$ cat src/rtl/spi_cfg_responder.sv
`default_nettype none
`timescale 1ns/1ps
// ============================================================================
// Module      : spi_cfg_responder
// Description : Oversampled 3-wire configuration-bus responder with a local
//               register file, readback on spi_sdout and soft/hard reset.
// Revision    : 1.0 - initial release
// ============================================================================

module spi_cfg_responder #(
    parameter int NUM_REGS    = 32,
    parameter int SYNC_STAGES = 2
) (
    input  logic       clk_in,
    input  logic       RST,
    input  logic       spi_sclk,
    input  logic       spi_sdata,
    input  logic       spi_sen,
    input  logic       spi_reset,
    output logic       spi_sdout,
    output logic       spi_sdout_oe,
    output logic       wr_stb,
    output logic [7:0] wr_addr,
    output logic [7:0] wr_data,
    input  logic [7:0] rd_addr,
    output logic [7:0] rd_data,
    output logic       soft_rst_pulse,
    output logic       frame_err
);

    typedef enum logic [1:0] {
        IDLE     = 2'd0,
        SHIFT    = 2'd1,
        COMMIT   = 2'd2,
        WAIT_SEN = 2'd3
    } state_t;

    localparam int         PIN_W    = 4;
    localparam logic [4:0] FRAME_LEN = 5'd16;
    localparam logic [4:0] CNT_SAT   = 5'd17;
    localparam logic [4:0] ADDR_DONE = 5'd7;

    logic [SYNC_STAGES-1:0][PIN_W-1:0] sync_q;
    logic [2:0]  prev_q;
    state_t      state_q, state_d;
    logic [4:0]  bit_cnt_q, bit_cnt_d;
    logic [15:0] sr_q, sr_d;
    logic        first_q;
    logic        rd_frame_q;
    logic        oe_q, sdout_q;
    logic [7:0]  out_sr_q;
    logic [7:0]  rd_data_q;
    logic [7:0]  regs_q [NUM_REGS];
    logic [7:0]  regs_d [NUM_REGS];

    logic w_sclk, w_sdata, w_sen, w_srst;
    logic w_sclk_fall, w_sclk_rise, w_sen_fall, w_sen_rise, w_srst_rise;
    logic w_addr_ok;
    logic [7:0] w_rb_addr, w_rb_val, w_rd_val;

    assign {w_srst, w_sen, w_sdata, w_sclk} = sync_q[SYNC_STAGES-1];
    assign w_sclk_fall = prev_q[0] & ~w_sclk;
    assign w_sclk_rise = ~prev_q[0] & w_sclk;
    assign w_sen_fall  = prev_q[1] & ~w_sen;
    assign w_sen_rise  = ~prev_q[1] & w_sen;
    assign w_srst_rise = ~prev_q[2] & w_srst;
    assign w_addr_ok   = ({24'd0, sr_q[15:8]} < 32'(NUM_REGS));
    assign w_rb_addr   = {sr_q[6:0], w_sdata};

    // Synchronisers reset to 0 so a low SEN at reset release never looks like a fresh frame start.
    always_ff @(posedge clk_in or posedge RST) begin
        if (RST) begin
            sync_q  <= '0;
            prev_q  <= '0;
            first_q <= 1'b1;
        end else begin
            sync_q  <= {sync_q[SYNC_STAGES-2:0], {spi_reset, spi_sen, spi_sdata, spi_sclk}};
            prev_q  <= {w_srst, w_sen, w_sclk};
            first_q <= 1'b0;
        end
    end

    always_ff @(posedge clk_in or posedge RST) begin
        if (RST) begin
            state_q   <= IDLE;
            bit_cnt_q <= '0;
            sr_q      <= '0;
        end else begin
            state_q   <= state_d;
            bit_cnt_q <= bit_cnt_d;
            sr_q      <= sr_d;
        end
    end

    always_comb begin
        state_d   = state_q;
        bit_cnt_d = bit_cnt_q;
        sr_d      = sr_q;
        frame_err = 1'b0;
        wr_stb    = 1'b0;
        wr_addr   = '0;
        wr_data   = '0;
        case (state_q)
            IDLE: begin
                if (w_sen_fall) begin
                    state_d   = SHIFT;
                    bit_cnt_d = '0;
                    sr_d      = '0;
                end
            end
            SHIFT: begin
                if (w_sen_rise) begin
                    if (bit_cnt_q == FRAME_LEN) begin
                        state_d = COMMIT;
                    end else begin
                        state_d   = IDLE;
                        frame_err = 1'b1;
                    end
                end else if (w_sclk_fall) begin
                    sr_d = {sr_q[14:0], w_sdata};
                    if (bit_cnt_q != CNT_SAT) begin
                        bit_cnt_d = bit_cnt_q + 5'd1;
                    end
                end
            end
            COMMIT: begin
                state_d = IDLE;
                if (!rd_frame_q && w_addr_ok) begin
                    wr_stb  = 1'b1;
                    wr_addr = sr_q[15:8];
                    wr_data = sr_q[7:0];
                end
            end
            WAIT_SEN: begin
                if (w_sen) begin
                    state_d = IDLE;
                end
            end
            default: state_d = IDLE;
        endcase
        // Hardware reset outranks any in-flight frame or pending commit.
        if (first_q || w_srst) begin
            state_d   = WAIT_SEN;
            frame_err = 1'b0;
            wr_stb    = 1'b0;
            wr_addr   = '0;
            wr_data   = '0;
        end
    end

    assign soft_rst_pulse = w_srst_rise | (wr_stb & (wr_addr == 8'h00) & wr_data[0]);

    always_comb begin
        w_rb_val = '0;
        for (int i = 0; i < NUM_REGS; i++) begin
            if (w_rb_addr == 8'(i)) w_rb_val = regs_q[i];
        end
    end

    always_ff @(posedge clk_in or posedge RST) begin
        if (RST) begin
            rd_frame_q <= 1'b0;
            oe_q       <= 1'b0;
            sdout_q    <= 1'b0;
            out_sr_q   <= '0;
        end else if (state_q == SHIFT && !w_srst && !w_sen_rise) begin
            if (w_sclk_fall && bit_cnt_q == ADDR_DONE && regs_q[0][1] && w_rb_addr != 8'h00) begin
                out_sr_q   <= w_rb_val;
                oe_q       <= 1'b1;
                rd_frame_q <= 1'b1;
            end else if (w_sclk_rise && oe_q) begin
                sdout_q  <= out_sr_q[7];
                out_sr_q <= {out_sr_q[6:0], 1'b0};
            end
        end else begin
            oe_q    <= 1'b0;
            sdout_q <= 1'b0;
            if (state_q == IDLE) rd_frame_q <= 1'b0;
        end
    end

    assign spi_sdout    = sdout_q;
    assign spi_sdout_oe = oe_q;

    // Bit 0 of register 0 is never stored: it only triggers the soft reset.
    always_comb begin
        regs_d = regs_q;
        if (w_srst) begin
            for (int i = 0; i < NUM_REGS; i++) regs_d[i] = '0;
        end else if (wr_stb) begin
            if (wr_addr == 8'h00) begin
                if (wr_data[0]) begin
                    for (int i = 0; i < NUM_REGS; i++) regs_d[i] = '0;
                end else begin
                    regs_d[0] = {wr_data[7:1], 1'b0};
                end
            end else begin
                for (int i = 1; i < NUM_REGS; i++) begin
                    if (wr_addr == 8'(i)) regs_d[i] = wr_data;
                end
            end
        end
    end

    always_comb begin
        w_rd_val = '0;
        for (int i = 0; i < NUM_REGS; i++) begin
            if (rd_addr == 8'(i)) w_rd_val = regs_d[i];
        end
    end

    always_ff @(posedge clk_in or posedge RST) begin
        if (RST) begin
            for (int i = 0; i < NUM_REGS; i++) regs_q[i] <= '0;
            rd_data_q <= '0;
        end else begin
            regs_q    <= regs_d;
            rd_data_q <= w_rd_val;
        end
    end

    assign rd_data = rd_data_q;

endmodule

`default_nettype wire

$ cat config.mk
export PLATFORM = sky130hd
export DESIGN_NAME = spi_cfg_responder
export DESIGN_NICKNAME = d
export VERILOG_FILES = /design/src/rtl/spi_cfg_responder.sv
export SDC_FILE = /design/constraint.sdc
export NUM_CORES = 1
export LEC_CHECK = 0
export CAP_MARGIN = 30
export CORE_ASPECT_RATIO = 0.7
export CORE_UTILIZATION = 25
export CTS_CLUSTER_SIZE = 12
export DETAILED_ROUTE_END_ITERATION = 12
export SYNTH_ARGS = -nofsm -noshare
export SYNTH_HDL_FRONTEND = slang
export SYNTH_SLANG_ARGS = --single-unit
$ cat constraint.sdc
create_clock -name clk_in -period 10.8 [get_ports clk_in]
set_input_delay 1.62 -clock clk_in [delete_from_list [all_inputs] [get_ports clk_in]]
set_output_delay 1.62 -clock clk_in [all_outputs]
set_load 0.01 [all_outputs]
After elaboration in Yosys (flattened, before gate mapping)
Cells that the tools add are included.

cells by class
  equal/unequal tests = 109
  reduce and logical (&&, ||, !) cells = 25
  bitwise operators = 13
  $lt $le $gt $ge = 1
  add/subtract/negate cells = 1
  muxes and demuxes = 138

operator list
  kind                number
  $mux 8              105
  $mux 256            2
  $mux 248            2
  $eq 8x5->1 const B  48
  $eq 8x4->1 const B  24
  $eq 8x3->1 const B  12
  $eq 8x2->1 const B  6
  $mux 16             3
  $pmux 16 s2         1
  $eq 8x1->1 const B  3
  $logic_not 8->1     3
  $mux 5              4
  $mux 1              14
  $mux 2              5
  $ne 2x2->1 const B  5
  $pmux 5 s2          1
  $ne 3x3->1 const B  3
  $lt 8x6->1 const B  1
  $pmux 2 s4          1
  $reduce_bool 8->1   1
  $and 1x1->1         7
  $logic_and 1x1->1   7
  $reduce_and 2->1    3
  $reduce_bool 2->1   3
  15 further kinds    23

word-level totals
  output and inout bits = 29
  input bits = 14
  flip-flop bits (word level) = 310
  word-level logic and storage cells = 331

Longest topological paths before layout
  depth after elaboration = 42
  depth in mapped cells = 14
  depth with buffers taken out = 9

Worst setup path before layout
Ideal clock, no wire load.

  kind = input to register
  start point = input rd_addr[4]
  end point = register rd_data_q[0] (netlist: rd_data[0])
  buffers on the path = 2
  stages = 11
  setup slack = 6.881 ns
  required time = 10.676 ns
  data arrival time = 3.794 ns
  setup time = 0.124 ns
  cell sequence = or4b_1 clkbuf_1 or3_1 clkbuf_1 nor2_1 a221oi_2 o41ai_1 a211o_1 or4_4 o211ai_2 a21oi_1

on the way
  cells in the longest elaborated chain, start to end = 33
  elaborated cells on any way between the ends = 64

RTL lines
  item                  RTL line  text
  from (decl)           25        input logic [7:0] rd_addr,
  $logic_not 8->1       208       if (rd_addr == 8'(i)) w_rd_val = regs_d[i];
  $mux 8 (31 in a row)  208
  $mux 8 *              208
  net w_rd_val[0]       59        logic [7:0] w_rb_addr, w_rb_val, w_rd_val;
  to (signal assigned)  218       rd_data_q <= w_rd_val;
  to (decl)             52        logic [7:0] rd_data_q;

Mark *: on every way through the listed nets, which the timed path passes. The rest lies on a longest branch.
A chain may end at the register's enable or synchronous reset.

Worst setup path after layout
  start point = register sr_q[9]
  end point = output soft_rst_pulse

on the way
  cells in the longest elaborated chain, start to end = 9
  elaborated cells on any way between the ends = 15

RTL lines
  item                    RTL line  text
  from (decl)             47        logic [15:0] sr_q, sr_d;
  from (signal assigned)  91        sr_q <= sr_d;
  $lt 8x6->1              67        assign w_addr_ok = ({24'd0, sr_q[15:8]} < 32'(NUM_REGS));
  $logic_and 1x1->1       128       if (!rd_frame_q && w_addr_ok) begin
  $mux 8                  128
  $mux 8                  103       case (state_q)
  $mux 8                  142       if (first_q || w_srst) begin
  $logic_not 8->1         151       assign soft_rst_pulse = w_srst_rise | (wr_stb & (wr_addr == 8'h00) & wr_data[0]);
  $and 1x1->1             151
  $and 1x1->1 *           151
  $or 1x1->1 *            151
  to (decl)               27        output logic soft_rst_pulse,

Mark *: on every way between the ends. The rest lies on a longest branch, timed or not.

==> key figures <==
Timing
  • Clk_skew: 0.0211 ns
  • Max frequency: 0.195 GHz
  • Fin crit period: 5.12 ns
  • Unrepaired setup endpoints after global routing: false
  • Final setup viols: 0
  • Setup tns final: 0 ns
  • Final Hold Viols: 0
  • Slew margin rel.: 24.6%
  • Slew @ Worst Pin: 1.13 ns
  • Final Cycle Share: 47.4%
  • Max Slew Vio Count: 0

Setup path
  • CP delay by family, top: simple AND/OR/NAND/NOR gates
  • Worst r2r src: sr_q[2]
  • Stages on worst setup path: 4
  • Worst setup path start: sr_q[9]
  • Worst Path Max Fanout: 22
  • Worst Path Arrival: 3.50 ns
  • R2R setup slack: 5.77 ns
  • Worst R2R Path Depth: 11
  • Crit path capture type: primary output
  • Critical-path top delay cell: nor4_2
  • Crit path cell chain: nor4_2 -> nand4_1 -> o22ai_1 -> clkdlybuf4s50_1
  • Worst Setup Start Kind: flip-flop
  • Setup crit end: soft_rst_pulse
  • WP buf/inv: 1
  • Critical path's largest stage delay: 0.81 ns
  • Type of the worst setup path: reg -> out
  • Req. time, crit path: 9.18 ns
  • Reg2Reg Capture Point: out_sr_q[7]

Global routing
  • Largest net degree at the start of global routing: 180
  • First-pass GRT wire length: 133000 µm
  • Global-route usage over all layers: 23.5%
  • Vias in the first global route: 17600
  • Total grt overflow: 0
  • Antenna violations before repair: 3

Die
  • DIE AREA: 78100 µm²
  • Row cnt: 84
  • Initial Util: 25.5%
  • Area of the core: 75600 µm²
  • DIE HEIGHT: 234 µm
  • Die X: 334 µm
  • IO Count: 43

Logic synthesis
  • Adder-cell share of the synthesized area: 0.247%
  • Ys Warns: 0
  • Synth cell types: 100
  • Sequential area share after synthesis: 40.3%
  • Xor/xnor cell area share of the yosys netlist: 0.0455%
  • Largest family of logic cells by synthesized area: compound AO/OA/AOI/OAI gates
  • Post-synthesis compound-gate area fraction: 22.6%
  • Post-synthesis simple-gate area fraction: 19.7%
  • Mapped Area: 19200 µm²
  • Synthesized instance count: 2241
  • Syn_area_per_cell: 8.58 µm²
  • EDFF count, synth: 0
  • Asr flop ratio synth: 100%
  • Multiplexer share of the synthesized area: 12.0%
  • Most common flop cell mapped by yosys: dfrtp_1
  • Synth Register Bits: 310

Clock network
  • Clock buffer depth: 3
  • Root Buffer: clkbuf_16
  • Clk slew on worst S/H paths: 0.07 ns
  • CTS H-tree depth: 2
  • Inserted Clock Buffers: 34
  • Clock Latency Late Sink: 0.57 ns
  • Hold_buf cts: 0
  • Post-CTS setup buffer count: 0
  • CTS sink cnt: 310
  • Cts repair resizes: 0
  • CTS tree: done

Final layout
  • Final net count: 2201
  • Leading cell type in the layout, fill and taps excluded: nor2_1
  • Core Util, Final: 28.8%
  • # fillers: 7984
  • Commonest cells after routing, fill and taps aside: nor2_1, dfrtp_1, nand2_1
  • Layout cells sized above 1: 9.36%
  • Area Growth Syn to Fin: 13.3%

Power
  • Max VDD drop: 0.109 mV
  • Power share of the combinational group: 8.8%
  • P per Cell Area: 122 nW/µm²
  • P_int: 1930 µW
  • Sequential group share of total power: 44.1%
  • Net Switching: 728 µW
  • Switching share of total power: 27.4%
  • Leakage: 0.00932 µW
  • Clk pwr share: 47.1%
  • Tot Pwr: 2660 µW

Drt
  • Total routed wirelength: 94500 µm
  • DRC violations left: 0
  • DR iter-0 viols: 3950
  • DR vias: 19700
  • Avg Vias per Cell: 6.17
  • Post-route ant nets: 0
  • Drt first pass iters: 8
  • WL per Instance: 29.6 µm

Placement
  • DP HPWL: 66200 µm
  • Gp weighted congestion: 1.05
  • I/O Buffers: 39

Run status
  • Result of the run: finished, final reports clean

Worst hold path
  • HP Class: reg -> reg

Job
  • MaxCap Viol Count: 0
flip-flops by register name (all words and copies together) (netlist names):
| register | cells |
|---|---|
| sr_q | 16 |
| rd_frame_q | 1 |
| sync_q | 8 |
| spi_sdout | 1 |
| state_q | 2 |
| spi_sdout_oe | 1 |
| prev_q | 3 |
| out_sr_q | 8 |
| regs_q | 256 |
| bit_cnt_q | 5 |
| first_q | 1 |
| rd_data | 8 |
worst min path at each step:
stage                           end       from  cells past startpoint  slack [ns]
after floorplan           sync_q[4]  sync_q[0]                      0        0.33
after global placement    sync_q[5]  sync_q[1]                      0        0.33
after detailed placement  sync_q[6]  sync_q[2]                      0        0.33
after CTS                 sync_q[7]  sync_q[3]                      0        0.35
after global routing      sync_q[7]  sync_q[3]                      0        0.37
final                     sync_q[7]  sync_q[3]                      0        0.35
power groups by stage:
stage	registers, µW	logic, µW	clock network (µW)
5_1_grt	1170	241	1300
2_1_floorplan	1190	133	0
4_1_cts	1170	220	1250
3_3_place_gp	1200	220	0
3_5_place_dp	1190	219	0
6_report	1170	233	1250
layout make-up:
cell class              instances  area [µm²]  area share, %
repair buffers                112        1000           4.61
well taps                     989        1240           5.68
multi-input cells            1698       10600           48.4
inverters                      28         113          0.517
flip-flops and latches        310        7770           35.7
diodes                          2        5.00         0.0230
clock buffers                  45         996           4.57
clock inverters                 7         113          0.517
cell usage after synthesis (18+ instances only):
| cell | instances | area [µm²] |
|---|---|---|
| a21oi_1 | 173 | 866 |
| inv_1 | 27 | 101 |
| o221ai_1 | 19 | 166 |
| nor2_1 | 333 | 1250 |
| dfrtp_1 | 309 | 7730 |
| o211ai_1 | 19 | 143 |
| nor3_1 | 70 | 350 |
| a31oi_1 | 24 | 150 |
| and3_1 | 23 | 144 |
| a211oi_1 | 25 | 188 |
| a221oi_1 | 18 | 158 |
| buf_2 | 37 | 185 |
| o31ai_1 | 18 | 135 |
| nand3_1 | 65 | 325 |
| o21ai_0 | 154 | 771 |
| mux2i_1 | 188 | 1880 |
| o22ai_1 | 42 | 263 |
| clkbuf_1 | 147 | 552 |
| nand2_1 | 201 | 754 |
per-layer routing:
metal,global-route usage (%),vias up,wire length (µm)
met4,4.65,2,1870
met5,0,-,15
li1,-,8128,-
met1,34.7,9795,40600
met2,28.4,1604,33800
met3,13.5,151,18200
stage by stage:
step / hold slack [ns] / setup WS [ns] / std cells / cell area, µm²
after floorplan: 0.331 / 0.609 / 2244 / 19200
after global placement: 0.334 / 5.85 / 3128 / 20600
after detailed placement: 0.335 / 5.77 / 3133 / 20600
after CTS: 0.355 / 5.73 / 3185 / 21700
after global routing: 0.368 / 5.59 / 3189 / 21800
final: 0.349 / 5.68 / 3191 / 21800
logic make-up after synthesis:
logic type / count (synthesis)
buffers and inverters: 236
AOI/OAI and AO/OA: 660
xor gates and xnor gates: 1
other: 1
and+or+nand+nor: 815
adders and majority gates: 4
DFF: 310
muxes: 214
Note: power is estimated with default switching activity, not from simulation.
